## src/rtl/riscv_ctrl_pkg.sv

```systemverilog
// Shared encodings for the multi-cycle RISC-V controller: opcodes, datapath
// select codes, FSM state encoding and the decoded instruction class.
package riscv_ctrl_pkg;

    localparam logic [6:0] OPC_LUI    = 7'b0110111;
    localparam logic [6:0] OPC_AUIPC  = 7'b0010111;
    localparam logic [6:0] OPC_JAL    = 7'b1101111;
    localparam logic [6:0] OPC_JALR   = 7'b1100111;
    localparam logic [6:0] OPC_BRANCH = 7'b1100011;
    localparam logic [6:0] OPC_LOAD   = 7'b0000011;
    localparam logic [6:0] OPC_STORE  = 7'b0100011;
    localparam logic [6:0] OPC_OPIMM  = 7'b0010011;
    localparam logic [6:0] OPC_OP     = 7'b0110011;

    localparam logic [2:0] IMM_R     = 3'b000;
    localparam logic [2:0] IMM_I     = 3'b001;
    localparam logic [2:0] IMM_S     = 3'b010;
    localparam logic [2:0] IMM_B     = 3'b011;
    localparam logic [2:0] IMM_J     = 3'b100;
    localparam logic [2:0] IMM_LUI   = 3'b101;
    localparam logic [2:0] IMM_AUIPC = 3'b110;

    localparam logic [1:0] PC_PLUS4 = 2'b00;
    localparam logic [1:0] PC_REL   = 2'b01;
    localparam logic [1:0] PC_JALR  = 2'b10;

    localparam logic [1:0] WB_ALU  = 2'b00;
    localparam logic [1:0] WB_LOAD = 2'b01;
    localparam logic [1:0] WB_PC4  = 2'b10;

    localparam logic [1:0] SRCA_RS1  = 2'b00;
    localparam logic [1:0] SRCA_PC   = 2'b01;
    localparam logic [1:0] SRCA_ZERO = 2'b10;

    localparam logic [1:0] ALU_ADD  = 2'b00;
    localparam logic [1:0] ALU_BR   = 2'b01;
    localparam logic [1:0] ALU_FUNC = 2'b10;

    typedef enum logic [2:0] {
        ST_IDLE   = 3'd0,
        ST_FETCH  = 3'd1,
        ST_DECODE = 3'd2,
        ST_EXEC   = 3'd3,
        ST_MEM    = 3'd4,
        ST_WB     = 3'd5,
        ST_HALT   = 3'd6
    } state_t;

    typedef enum logic [3:0] {
        CLS_OP      = 4'd0,
        CLS_OPIMM   = 4'd1,
        CLS_LUI     = 4'd2,
        CLS_AUIPC   = 4'd3,
        CLS_JAL     = 4'd4,
        CLS_JALR    = 4'd5,
        CLS_BRANCH  = 4'd6,
        CLS_LOAD    = 4'd7,
        CLS_STORE   = 4'd8,
        CLS_ILLEGAL = 4'd9
    } instr_class_t;

endpackage

```

## src/rtl/riscv_op_decode.sv

```systemverilog
// Combinational opcode classifier: maps instr[6:0] to an instruction class,
// the immediate-generator select and an illegal-opcode flag.
import riscv_ctrl_pkg::*;

module riscv_op_decode (
    input  logic [6:0]   opcode,
    output instr_class_t cls,
    output logic [2:0]   imm_sel,
    output logic         illegal
);

    // Opcode lookup; anything unlisted is reported illegal.
    always_comb begin
        cls     = CLS_ILLEGAL;
        imm_sel = IMM_R;
        illegal = 1'b0;
        case (opcode)
            OPC_LUI:    begin cls = CLS_LUI;    imm_sel = IMM_LUI;   end
            OPC_AUIPC:  begin cls = CLS_AUIPC;  imm_sel = IMM_AUIPC; end
            OPC_JAL:    begin cls = CLS_JAL;    imm_sel = IMM_J;     end
            OPC_JALR:   begin cls = CLS_JALR;   imm_sel = IMM_I;     end
            OPC_BRANCH: begin cls = CLS_BRANCH; imm_sel = IMM_B;     end
            OPC_LOAD:   begin cls = CLS_LOAD;   imm_sel = IMM_I;     end
            OPC_STORE:  begin cls = CLS_STORE;  imm_sel = IMM_S;     end
            OPC_OPIMM:  begin cls = CLS_OPIMM;  imm_sel = IMM_I;     end
            OPC_OP:     begin cls = CLS_OP;     imm_sel = IMM_R;     end
            default:    begin cls = CLS_ILLEGAL; imm_sel = IMM_R; illegal = 1'b1; end
        endcase
    end

endmodule

```

## src/rtl/riscv_mc_ctrl.sv

```systemverilog
// Multi-cycle RISC-V main controller: FETCH/DECODE/EXEC/MEM/WB sequencing,
// datapath selects, bus handshakes and a halt-on-fault watchdog.
import riscv_ctrl_pkg::*;

module riscv_mc_ctrl #(
    parameter int unsigned TIMEOUT_CYCLES = 32'd255
) (
    input  logic        clk,
    input  logic        rst_n,
    input  logic [31:0] instr,
    output logic        imem_req,
    input  logic        imem_ack,
    output logic        dmem_req,
    output logic        dmem_we,
    input  logic        dmem_ack,
    input  logic        dmem_err,
    input  logic        br_taken,
    output logic        ir_we,
    output logic        pc_we,
    output logic [1:0]  pc_sel,
    output logic [2:0]  imm_sel,
    output logic [1:0]  alu_src_a,
    output logic        alu_src_b,
    output logic [1:0]  alu_op,
    output logic        rf_we,
    output logic [1:0]  wb_sel,
    output logic [2:0]  state,
    output logic        illegal,
    output logic        timeout
);

    // The watchdog fires on the cycle whose wait would make the count reach TIMEOUT_CYCLES.
    localparam logic [7:0] WD_LAST = 8'(TIMEOUT_CYCLES - 32'd1);
    localparam logic       WD_EN   = (TIMEOUT_CYCLES != 32'd0);

    state_t       state_r;
    state_t       state_next_s;
    instr_class_t class_r;
    logic [2:0]   imm_sel_r;
    logic         rd_nz_r;
    logic [7:0]   wd_cnt_r;
    logic         illegal_r;
    logic         timeout_r;
    logic         set_ill_s;
    logic         set_to_s;
    logic         wd_hit_s;

    instr_class_t dec_cls_s;
    logic [2:0]   dec_imm_s;
    logic         dec_ill_s;
    logic         unused_instr_hi_s;

    assign unused_instr_hi_s = ^instr[31:12];
    assign wd_hit_s          = WD_EN && (wd_cnt_r == WD_LAST);

    riscv_op_decode u_dec (
        .opcode  (instr[6:0]),
        .cls     (dec_cls_s),
        .imm_sel (dec_imm_s),
        .illegal (dec_ill_s)
    );

    // Next-state selection and fault flag requests.
    always_comb begin
        state_next_s = state_r;
        set_ill_s    = 1'b0;
        set_to_s     = 1'b0;
        case (state_r)
            ST_IDLE: state_next_s = ST_FETCH;
            ST_FETCH: begin
                if (imem_ack) begin
                    state_next_s = ST_DECODE;
                end else if (wd_hit_s) begin
                    state_next_s = ST_HALT;
                    set_to_s     = 1'b1;
                end else begin
                    state_next_s = ST_FETCH;
                end
            end
            ST_DECODE: begin
                if (dec_ill_s) begin
                    state_next_s = ST_HALT;
                    set_ill_s    = 1'b1;
                end else begin
                    state_next_s = ST_EXEC;
                end
            end
            ST_EXEC: begin
                case (class_r)
                    CLS_LOAD, CLS_STORE: state_next_s = ST_MEM;
                    CLS_BRANCH:          state_next_s = ST_FETCH;
                    default:             state_next_s = ST_WB;
                endcase
            end
            ST_MEM: begin
                // A bus error outranks an ack arriving in the same cycle.
                if (dmem_err) begin
                    state_next_s = ST_HALT;
                end else if (dmem_ack) begin
                    state_next_s = (class_r == CLS_STORE) ? ST_FETCH : ST_WB;
                end else if (wd_hit_s) begin
                    state_next_s = ST_HALT;
                    set_to_s     = 1'b1;
                end else begin
                    state_next_s = ST_MEM;
                end
            end
            ST_WB:   state_next_s = ST_FETCH;
            ST_HALT: state_next_s = ST_HALT;
            default: state_next_s = ST_HALT;
        endcase
    end

    // State register, sticky fault flags and the decoded-instruction latch.
    always_ff @(posedge clk or negedge rst_n) begin
        if (!rst_n) begin
            state_r   <= ST_IDLE;
            class_r   <= CLS_OP;
            imm_sel_r <= IMM_R;
            rd_nz_r   <= 1'b0;
            illegal_r <= 1'b0;
            timeout_r <= 1'b0;
        end else begin
            state_r <= state_next_s;
            if (set_ill_s) illegal_r <= 1'b1;
            if (set_to_s)  timeout_r <= 1'b1;
            if (state_r == ST_DECODE) begin
                class_r   <= dec_cls_s;
                imm_sel_r <= dec_imm_s;
                rd_nz_r   <= (instr[11:7] != 5'd0);
            end
        end
    end

    // Watchdog: restarts on every state change, counts while a bus wait is pending.
    always_ff @(posedge clk or negedge rst_n) begin
        if (!rst_n) begin
            wd_cnt_r <= 8'd0;
        end else if (state_next_s != state_r) begin
            wd_cnt_r <= 8'd0;
        end else if ((state_r == ST_FETCH) || (state_r == ST_MEM)) begin
            wd_cnt_r <= wd_cnt_r + 8'd1;
        end else begin
            wd_cnt_r <= wd_cnt_r;
        end
    end

    // Datapath selects and strobes decoded from state and latched class.
    always_comb begin
        imem_req  = 1'b0;
        dmem_req  = 1'b0;
        dmem_we   = 1'b0;
        ir_we     = 1'b0;
        pc_we     = 1'b0;
        pc_sel    = PC_PLUS4;
        imm_sel   = IMM_R;
        alu_src_a = SRCA_RS1;
        alu_src_b = 1'b0;
        alu_op    = ALU_ADD;
        rf_we     = 1'b0;
        wb_sel    = WB_ALU;
        case (state_r)
            ST_FETCH: begin
                imem_req = 1'b1;
                ir_we    = imem_ack;
            end
            ST_EXEC: begin
                imm_sel = imm_sel_r;
                case (class_r)
                    CLS_OP:    alu_op = ALU_FUNC;
                    CLS_OPIMM: begin alu_op = ALU_FUNC; alu_src_b = 1'b1; end
                    CLS_LUI:   begin alu_src_a = SRCA_ZERO; alu_src_b = 1'b1; end
                    CLS_AUIPC: begin alu_src_a = SRCA_PC; alu_src_b = 1'b1; end
                    CLS_LOAD, CLS_STORE: alu_src_b = 1'b1;
                    CLS_BRANCH: begin
                        alu_op = ALU_BR;
                        pc_we  = 1'b1;
                        pc_sel = br_taken ? PC_REL : PC_PLUS4;
                    end
                    default: alu_op = ALU_ADD;
                endcase
            end
            ST_MEM: begin
                imm_sel  = imm_sel_r;
                dmem_req = 1'b1;
                dmem_we  = (class_r == CLS_STORE);
                if ((class_r == CLS_STORE) && dmem_ack && !dmem_err) begin
                    pc_we = 1'b1;
                end else begin
                    pc_we = 1'b0;
                end
            end
            ST_WB: begin
                imm_sel = imm_sel_r;
                rf_we   = rd_nz_r;
                pc_we   = 1'b1;
                case (class_r)
                    CLS_LOAD: wb_sel = WB_LOAD;
                    CLS_JAL:  begin wb_sel = WB_PC4; pc_sel = PC_REL;  end
                    CLS_JALR: begin wb_sel = WB_PC4; pc_sel = PC_JALR; end
                    default:  begin wb_sel = WB_ALU; pc_sel = PC_PLUS4; end
                endcase
            end
            default: imem_req = 1'b0;
        endcase
    end

    assign state   = state_r;
    assign illegal = illegal_r;
    assign timeout = timeout_r;

endmodule

```

## config.mk

```make
export PLATFORM = sky130hd
export DESIGN_NAME = riscv_mc_ctrl
export DESIGN_NICKNAME = d
export VERILOG_FILES = /design/src/rtl/riscv_ctrl_pkg.sv /design/src/rtl/riscv_op_decode.sv /design/src/rtl/riscv_mc_ctrl.sv
export SDC_FILE = /design/constraint.sdc
export NUM_CORES = 1
export LEC_CHECK = 0
export ABC_CLOCK_PERIOD_IN_PS = 2000
export CELL_PAD_IN_SITES_DETAIL_PLACEMENT = 1
export CELL_PAD_IN_SITES_GLOBAL_PLACEMENT = 2
export CORE_AREA = 3 3 85 87
export CTS_BUF_LIST = sky130_fd_sc_hd__clkbuf_4
export CTS_CLUSTER_DIAMETER = 40
export CTS_CLUSTER_SIZE = 14
export DETAILED_ROUTE_END_ITERATION = 12
export DIE_AREA = 0 0 88 90
export GPL_ROUTABILITY_DRIVEN = 0
export PLACE_DENSITY = 0.76
export SKIP_LAST_GASP = 1
export SYNTH_ARGS = -nofsm -noshare
export SYNTH_HDL_FRONTEND = slang
export SYNTH_SLANG_ARGS = --single-unit
```

## constraint.sdc

```tcl
create_clock -name clk -period 2 [get_ports clk]
set_input_delay 0.2 -clock clk [delete_from_list [all_inputs] [get_ports clk]]
set_output_delay 0.2 -clock clk [all_outputs]
set_load 0.005 [all_outputs]
```

==> results of run 1 <==
critical path: stages (launching register included):
cell and delay [ps]:
dfrtp_1 430, buf_6 130, or4b_4 560, buf_6 160, buf_6 110, nor3_4 180
a211oi_2 80, o21ai_2 100, buf_12 170, a2111oi_4 50
area by class of cell:
type	count	area (sq um)	area share (%)
sequential	21	527	20.1
multi-input combinational	154	1160	44.2
clock inverter	1	5.00	0.191
clock buffer	3	22.5	0.859
timing repair buffer	91	790	30.1
inverter	6	22.5	0.859
tap	77	96.3	3.68
power breakdown:
part / switching (mW) / total (mW) / leakage [nW] / internal, mW
clock network: 0.147 / 0.222 / 0.0177 / 0.0750
registers: 0.00815 / 0.443 / 0.251 / 0.435
logic: 0.0732 / 0.162 / 0.944 / 0.0893
cell usage after synthesis (2+ instances only):
cell type	instances
nor2_1	22
nand4_1	2
and2_1	5
a31oi_1	4
a211oi_2	2
nor3_1	11
nor3b_1	2
o21ai_0	10
inv_1	6
nand3_1	6
a21oi_1	9
clkbuf_1	2
or4b_4	2
ha_1	2
nand2_1	19
nor2b_1	6
dfrtp_1	21
xnor2_1	5
o21bai_1	3
buf_2	6
o31ai_1	2
a22o_1	2
xor2_1	3
nor3b_2	2
nand2b_1	9
o41ai_1	2
registers in the layout, summed over array words and instances (netlist names):
register	cells
wd_cnt_r	8
class_r	4
imm_sel_r	3
state	3
illegal	1
rd_nz_r	1
timeout	1
per-stage QoR:
| step | instances | setup slack, ps | util, % | hold WS, ps |
|---|---|---|---|---|
| final | 353 | -107 | 40.8 | 217 |
| after global routing | 353 | -163 | 40.8 | 230 |
| after CTS | 347 | -181 | 38.2 | 228 |
| after detailed placement | 334 | -101 | 36.2 | 457 |
| after global placement | 334 | -55.8 | 36.2 | 449 |
| after floorplan | 192 | 320 | - | -95.6 |
final timing paths:
| kind | startpoint | end | slack, ps |
|---|---|---|---|
| min in group clk | illegal | illegal | 480 |
| max in group asynchronous | rst_n | state[0] | 1540 |
| worst min register to register | illegal | illegal | 480 |
| worst max-delay path | class_r[0] | wd_cnt_r[1] | -110 |
| worst min-delay path | rst_n | timeout | 220 |
| worst max register to register | class_r[0] | wd_cnt_r[1] | -110 |
cell families (layout without fill, tap and decap cells):
| kind of cell | Yosys count | after routing |
|---|---|---|
| buffers and inverters | 17 | 101 |
| flip-flops | 21 | 21 |
| XOR/XNOR | 8 | 8 |
| AND/OR/NAND/NOR | 95 | 95 |
| adder cells (fa/ha/maj) | 3 | 3 |
| AO/OA/AOI/OAI | 48 | 48 |
metal layers:
| metal | vias to the layer above | GRT usage, % |
|---|---|---|
| met2 | 25 | 22.5 |
| met1 | 834 | 17.7 |
| met3 | 4 | 1.28 |
| li1 | 856 | - |
| met5 | - | 0 |
| met4 | 0 | 3.84 |
repair_timing:
action / CTS / global route
gates resized for setup: 34 / 39
endpoints found under the hold margin: 0 / 0
setup endpoints to repair: 18 / 22
hold buffers: 0 / 0
pin swaps: 4 / 16
buffers inserted: 9 / 6
==> flow_summary.ini, run 1 <==
[outcome]
outcome = finished with violations
violations = negative setup slack

[clock_tree]
cts_tree = yes
insertion_delay_ps = 320
cts-root-buf = clkbuf_4
cts_buffer_depth = 2
cts_buffers = 3
cts_sinks = 21
h-tree-depth = 1
clk_pin_slew_ps = 130

[timing]
timing.final.crit_share_pct = 105
worstMarginPinSlew_ps = 507
hold_violations = 0
slew_viol_final = 0
max_slew_margin_pct = 66.1
tns_ps = -909
post-route-min-period_ps = 2110
rsz0062_at_grt = yes
setup_viol = 12
worst_slack_ps = -107
fin_skew_ps = 9.46
max_freq_mhz = 475

[die]
start_util_pct = 25.0
die_h_um = 90
core_area_sq_um = 6420
num_rows = 29
fp.dieW_um = 88
ioPinCount = 61
dieArea_sq_um = 7920

[synthesis]
synth_top_area_cell = dfrtp_1
syn_area_per_cell_sq_um = 8.37
synth.distinct_cells = 53
synth_simple_gate_area_share_pct = 31.7
syn_nets = 232
ys_ff_latch = 21
synth_warnings = 0
synth_top_area_share_pct = 32.7
synthMuxAreaShare_pct = 0
synthCells = 192
synth_async_sr_flop_share_pct = 100
syn_area_sq_um = 1610
synth_top_family_by_area = simple AND/OR/NAND/NOR gates
synth_compound_area_share_pct = 24.0
ys.flop_type = dfrtp_1
synth-edff-count = 0
ys_seq_area_share_pct = 32.7
synth_fa_ha_area_share_pct = 2.18
synth_area_leaders = dfrtp_1 33%, nor2_1 5.1%, nand2_1 4.4%
synth_xor_xnor_area_share_pct = 4.36

[final_layout]
fillers = 749
final_cell_mix = 45 x buf_4, 23 x clkdlybuf4s50_1, 20 x dfrtp_1
n_antenna_cell = 0
drive_above_1_share_pct = 35.5
fin_area_sq_um = 2620
area_growth_pct = 63.0
layout_commonest_cell = buf_4
layout.nets = 317

[worst_setup_path]
crit_arrival_ps = 2300
crit_required_ps = 2190
path_max_fanout = 8
reg2reg_depth = 9
worstSetupPathType = reg2reg
cp-start-kind = flip-flop
end_kind = flip-flop

[grt]
grt_max_degree = 22
track_usage_pct = 13.3
gr-total-overflow = 0
grt_pass1_vias = 1766
grt_first_pass_wirelength_mm = 8.54
antenna_found_initial = 0

[placement]
postPlaceCellArea_sq_um = 2330
hpwlAfterDp_mm = 3.86
port-buffer-count = 40

[routing]
wl_met2_mm = 2.70
postRouteAntennaNets = 0
wirelength_mm = 5.45
wl_met3_um = 140
dr.pass1.iters = 4
viasPerCell = 4.87
top_layer_used = met4
routedWlPerCell_um = 15.4
vias = 1719
drc = 0
drtIter0Drc = 58
wl_met1_mm = 2.55

[pwr]
total_power_mw = 0.828
power_density_nw_per_um2 = 316
p_leak_nw = 1.21
ir_drop_mv = 0.164

[worst_hold_path]
hp-class = in2async

[job]
cap_viol_max_count = 0
Note: power is estimated with default switching activity, not from simulation.
==> run 2, diff against run 1 <==
--- a/config.mk
+++ b/config.mk
@@ -6,6 +6,7 @@
 export NUM_CORES = 1
 export LEC_CHECK = 0
 export ABC_CLOCK_PERIOD_IN_PS = 2000
+export CAP_MARGIN = 20
 export CELL_PAD_IN_SITES_DETAIL_PLACEMENT = 1
 export CELL_PAD_IN_SITES_GLOBAL_PLACEMENT = 2
 export CORE_AREA = 3 3 85 87
@@ -16,6 +17,7 @@
 export DIE_AREA = 0 0 88 90
 export GPL_ROUTABILITY_DRIVEN = 0
 export PLACE_DENSITY = 0.76
+export SETUP_SLACK_MARGIN = 0.4
 export SKIP_LAST_GASP = 1
 export SYNTH_ARGS = -nofsm -noshare
 export SYNTH_HDL_FRONTEND = slang
==> flow_summary.ini, run 2 (synthesis gave the netlist of run 1 again) <==
[timing]
max_slew_margin_pct = 77.8
max_freq_mhz = 497
worst_slack_ps = -10.2
timing.final.crit_share_pct = 101
hold_ws_ps = 219
worstMarginPinSlew_ps = 332
slew_viol_final = 0
setup_viol = 1
rsz0062_at_grt = yes
hold_violations = 0
fin_skew_ps = 11.9
post-route-min-period_ps = 2010

[worst_setup_path]
cp-start-kind = flip-flop
path_max_fanout = 3
end_kind = primary output
worstSetupPathType = reg2out
startpoint = class_r[2]
reg2reg_depth = 9
crit_arrival_ps = 1810
crit_required_ps = 1800
ff2ff_setup_slack_ps = 20
r2r-start = class_r[2]

[clock_tree]
cts_tree = yes
cts_buffer_depth = 2
cts_sinks = 21
cts_buffers = 3
insertion_delay_ps = 310
cts-root-buf = clkbuf_4
h-tree-depth = 1
clk_pin_slew_ps = 130

[grt]
grt_pass1_vias = 1852
antenna_found_initial = 0
grt_max_degree = 22
grt_first_pass_wirelength_mm = 8.83
gr-total-overflow = 0
track_usage_pct = 13.6

[final_layout]
final_util_pct = 44.0
largest_reg_flops = 8
area_growth_pct = 75.8
n_antenna_cell = 0
final_cell_mix = 45 x buf_4, 23 x buf_6, 20 x dfrtp_1
layout_commonest_cell = buf_4
top_register = wd_cnt_r
fillers = 764
layout.nets = 333
drive_above_1_share_pct = 46.6
top_regs = wd_cnt_r: 8 flops, class_r: 4 flops

[die]
die_h_um = 90
start_util_pct = 25.0
dieArea_sq_um = 7920
num_rows = 29
ioPinCount = 61
fp.dieW_um = 88
core_area_sq_um = 6420

[routing]
postRouteAntennaNets = 0
drtIter0Drc = 57
drc = 0
viasPerCell = 4.83
dr.pass1.iters = 4
wirelength_mm = 5.90
routedWlPerCell_um = 16.0
vias = 1784

[pwr]
total_power_mw = 0.846
p_leak_nw = 1.19
power_density_nw_per_um2 = 299
ir_drop_mv = 0.153

[placement]
hpwlAfterDp_mm = 3.83
pre_cts_ws_ps = -97.5
port-buffer-count = 40

[worst_hold_path]
hp-class = in2async

[outcome]
violations = negative setup slack
outcome = finished with violations

[job]
cap_viol_max_count = 0
## run 2: what timing repair did
| action | in CTS | in global routing |
|---|---|---|
| endpoints found under the setup margin | 31 | 39 |
| hold buffers | 0 | 0 |
| pin swaps | 12 | 23 |
| gates cloned | 0 | 1 |
| endpoints found under the hold margin | 0 | 0 |
| buffers inserted | 19 | 7 |
| gates resized for setup | 86 | 52 |
## run 2: routing by layer
metal	vias to the layer above	global-route usage, %	share of wire [%]
met5	-	0	0
met4	0	4.09	1.2
li1	879	-	-
met3	6	1.74	2.4
met1	873	17.6	43
met2	26	23.4	53
## run 2: power by group
part | internal, mW | switching (mW) | total [mW]
clock | 0.0913 | 0.131 | 0.222
sequential | 0.435 | 0.00950 | 0.445
combinational | 0.0991 | 0.0796 | 0.179
total | 0.626 | 0.220 | 0.846
## run 2: area by class of cell
| class | instances | area, sq um | area share [%] |
|---|---|---|---|
| Sequential cell | 21 | 527 | 18.6 |
| Inverter | 6 | 22.5 | 0.797 |
| Timing Repair Buffer | 107 | 936 | 33.1 |
| Tap cell | 77 | 96.3 | 3.41 |
| Clock buffer | 4 | 30.0 | 1.06 |
| Multi-Input combinational cell | 154 | 1210 | 43.0 |
## run 2: worst max-delay path, cell delays in order (launching register included)
cell and delay [ps]:
dfrtp_1 450, buf_6 140, or4b_4 520, nor2_4 100
nor2_1 40, o22ai_1 130, buf_2 140
## run 2: final timing paths
path | to
setup / recovery | pc_we
hold / removal | state[1]
setup reg to reg | wd_cnt_r[3]
hold reg to reg | illegal
max in group asynchronous | state[0]
min in group clk | illegal
## run 2: through the flow
stage          instance area (sq um)  cells  setup TNS, ps
2_1_floorplan                   1620    192              0
3_3_place_gp                    2350    338           -227
3_5_place_dp                    2350    338           -694
4_1_cts                         2580    361          -48.3
5_1_grt                         2830    369           -735
6_report                        2830    369          -10.2
==> run 3, diff against run 2 <==
--- a/config.mk
+++ b/config.mk
@@ -5,18 +5,19 @@
 export SDC_FILE = /design/constraint.sdc
 export NUM_CORES = 1
 export LEC_CHECK = 0
+export ABC_AREA = 1
 export ABC_CLOCK_PERIOD_IN_PS = 2000
 export CAP_MARGIN = 20
 export CELL_PAD_IN_SITES_DETAIL_PLACEMENT = 1
 export CELL_PAD_IN_SITES_GLOBAL_PLACEMENT = 2
-export CORE_AREA = 3 3 85 87
+export CORE_AREA = 3 3 86 88
 export CTS_BUF_LIST = sky130_fd_sc_hd__clkbuf_4
 export CTS_CLUSTER_DIAMETER = 40
-export CTS_CLUSTER_SIZE = 14
+export CTS_CLUSTER_SIZE = 40
 export DETAILED_ROUTE_END_ITERATION = 12
-export DIE_AREA = 0 0 88 90
+export DIE_AREA = 0 0 89 91
 export GPL_ROUTABILITY_DRIVEN = 0
-export PLACE_DENSITY = 0.76
+export PLACE_DENSITY = 0.75
 export SETUP_SLACK_MARGIN = 0.4
 export SKIP_LAST_GASP = 1
 export SYNTH_ARGS = -nofsm -noshare
==> flow_summary.ini, run 3 <==
[final_layout]
largest_reg_flops = 8
layout_commonest_cell = nand2_1
n_antenna_cell = 0
layout.nets = 348
top_register = wd_cnt_r
final_cell_mix = 42 x nand2_1, 40 x buf_4, 25 x nor2_1
fin_area_sq_um = 2550
area_growth_pct = 76.1
drive_above_1_share_pct = 44.0
final_util_pct = 38.0
final_cells = 387
top_regs = wd_cnt_r: 8 flops, class_r: 4 flops

[clock_tree]
cts-root-buf = clkbuf_4
cts_sinks = 21
cts_buffer_depth = 2
insertion_delay_ps = 310
cts_tree = yes
cts_buffers = 3
cts_hold_buf = 0
clk_pin_slew_ps = 130
h-tree-depth = 1

[synthesis]
synth_compound_area_share_pct = 7.87
synth_async_sr_flop_share_pct = 100
synth_top_family_by_area = simple AND/OR/NAND/NOR gates
syn_area_per_cell_sq_um = 6.83
syn_nets = 252
synth-edff-count = 0
synth_top_area_cell = dfrtp_1
synth_simple_gate_area_share_pct = 40.8
synth_fa_ha_area_share_pct = 1.73
synth_warnings = 0
yosysMostFrequentCell = nand2_1
syn_area_sq_um = 1450
ys_ff_latch = 21
synth_area_leaders = dfrtp_1 36%, nand2_1 12%, nor2_1 9.3%
synth_xor_xnor_area_share_pct = 4.24
synth_common_cells = 48 x nand2_1, 36 x nor2_1, 29 x inv_1
ys.flop_type = dfrtp_1
synthMuxAreaShare_pct = 0
synthCells = 212
ys_seq_area_share_pct = 36.3
synth_top_area_share_pct = 36.3
synth.distinct_cells = 28

[timing]
slew_viol_final = 0
hold_violations = 0
rsz0062_at_grt = yes
post-route-min-period_ps = 1950
worst_slack_ps = 51.8
max_slew_margin_pct = 72.2
setup_viol = 0
fin_skew_ps = 3.82
worstMarginPinSlew_ps = 412
timing.final.crit_share_pct = 97.4
max_freq_mhz = 513

[pwr]
ir_drop_mv = 0.165
power_density_nw_per_um2 = 292
total_power_mw = 0.745
p_leak_nw = 1.34

[routing]
routedWlPerCell_um = 13.5
wirelength_mm = 5.22
postRouteAntennaNets = 0
viasPerCell = 4.40
dr.pass1.iters = 4
vias = 1701
drtIter0Drc = 18
drc = 0

[grt]
grt_first_pass_wirelength_mm = 8.34
gr-total-overflow = 0
grt_pass1_vias = 1835
grt_max_degree = 22
antenna_found_initial = 0
track_usage_pct = 12.7

[worst_setup_path]
crit_top_cell = nand2_1
crit_arrival_ps = 1750
cp_cell_sequence = inv_1, nor2_2, nand3_2, nand2_1, nand2_1, nor2_4, nand2_2, o22ai_2, buf_2
slowest_delay_ps = 420
crit_required_ps = 1800
end_kind = primary output
cp_slowest_cell = dfrtp_1
worstSetupPathType = reg2out
path_max_fanout = 3
cp-start-kind = flip-flop

[worst_hold_path]
hp-class = in2async

[die]
start_util_pct = 21.5
num_rows = 30
die_h_um = 91
ioPinCount = 61
dieArea_sq_um = 8100
fp.dieW_um = 89
core_area_sq_um = 6720

[placement]
postPlaceCellArea_sq_um = 2150
port-buffer-count = 40
pre_cts_ws_ps = -254
placedCellCount = 358
hpwlAfterDp_mm = 3.78

[job]
cap_viol_max_count = 0

[outcome]
outcome = finished, final reports clean
## run 3: cell count changes after synthesis, moves of 7 or more
cell / delta
nor2_1: +14
nand2b_1: -9
inv_1: +23
nand3_1: +10
nor3_1: -7
nand2_1: +29
## run 3: where the power goes
part	switching, mW	internal (mW)	total, mW
Combinational	0.0355	0.0481	0.0836
Clock	0.145	0.0915	0.237
Sequential	0	0.425	0.425
## run 3: routing by layer
layer  share of wire [%]  global-route usage [%]  vias to the layer above  wire length (um)
met5                   0                       0                        -                 0
met4                0.56                    1.49                        0                29
met3                 2.9                    2.18                        4               153
met2                  56                    24.1                       26              2920
met1                  41                    15.1                      810              2120
li1                    -                       -                      861                 -
## run 3: cell type report
| cell class | instances | area [sq um] |
|---|---|---|
| flip-flops and latches | 21 | 529 |
| repair buffers | 92 | 781 |
| well taps | 80 | 100 |
| inverters | 34 | 128 |
| fillers | 836 | 4170 |
| multi-input cells | 156 | 982 |
| clock buffers | 4 | 30.0 |
## run 3: path summary, 6_finish.rpt
kind / from / slack, ps / cells past startpoint / endpoint
max: class_r[3] / 50 / 9 / pc_we
min: rst_n / 220 / 2 / timeout
max reg2reg: class_r[0] / 150 / 13 / wd_cnt_r[0]
min reg2reg: illegal / 490 / 2 / illegal
max in group asynchronous: rst_n / 1520 / 2 / class_r[1]
min in group clk: illegal / 490 / 2 / illegal
## run 3: cells by family after synthesis
| family | Yosys count |
|---|---|
| adder cells (fa/ha/maj) | 2 |
| XOR/XNOR | 7 |
| flip-flops | 21 |
| AND/OR/NAND/NOR | 127 |
| AO/OA/AOI/OAI | 20 |
| buffers and inverters | 35 |
## run 3: through the flow
| step | hold slack (ps) | setup TNS (ps) |
|---|---|---|
| floorplan | -95.6 | 0 |
| global placement | 459 | -256 |
| detailed placement | 471 | -254 |
| CTS | 224 | 0 |
| global route | 233 | -80.9 |
| finish | 219 | 0 |
## run 3: timing repair
action,4_1_cts,5_1_grt
pin swaps,15,16
cloned,0,1
buffers inserted,17,7
endpoints found under the setup margin,28,34
hold endpoints to repair,0,0
gates resized for setup,78,56
## run 3: worst max-delay path, delay by kind of cell, from the launching register on
family / cells / cell delay, ps
AOI/OAI and AO/OA: 1 / 130
DFF: 1 / 420
and+or+nand+nor: 6 / 610
buffers and inverters: 2 / 280
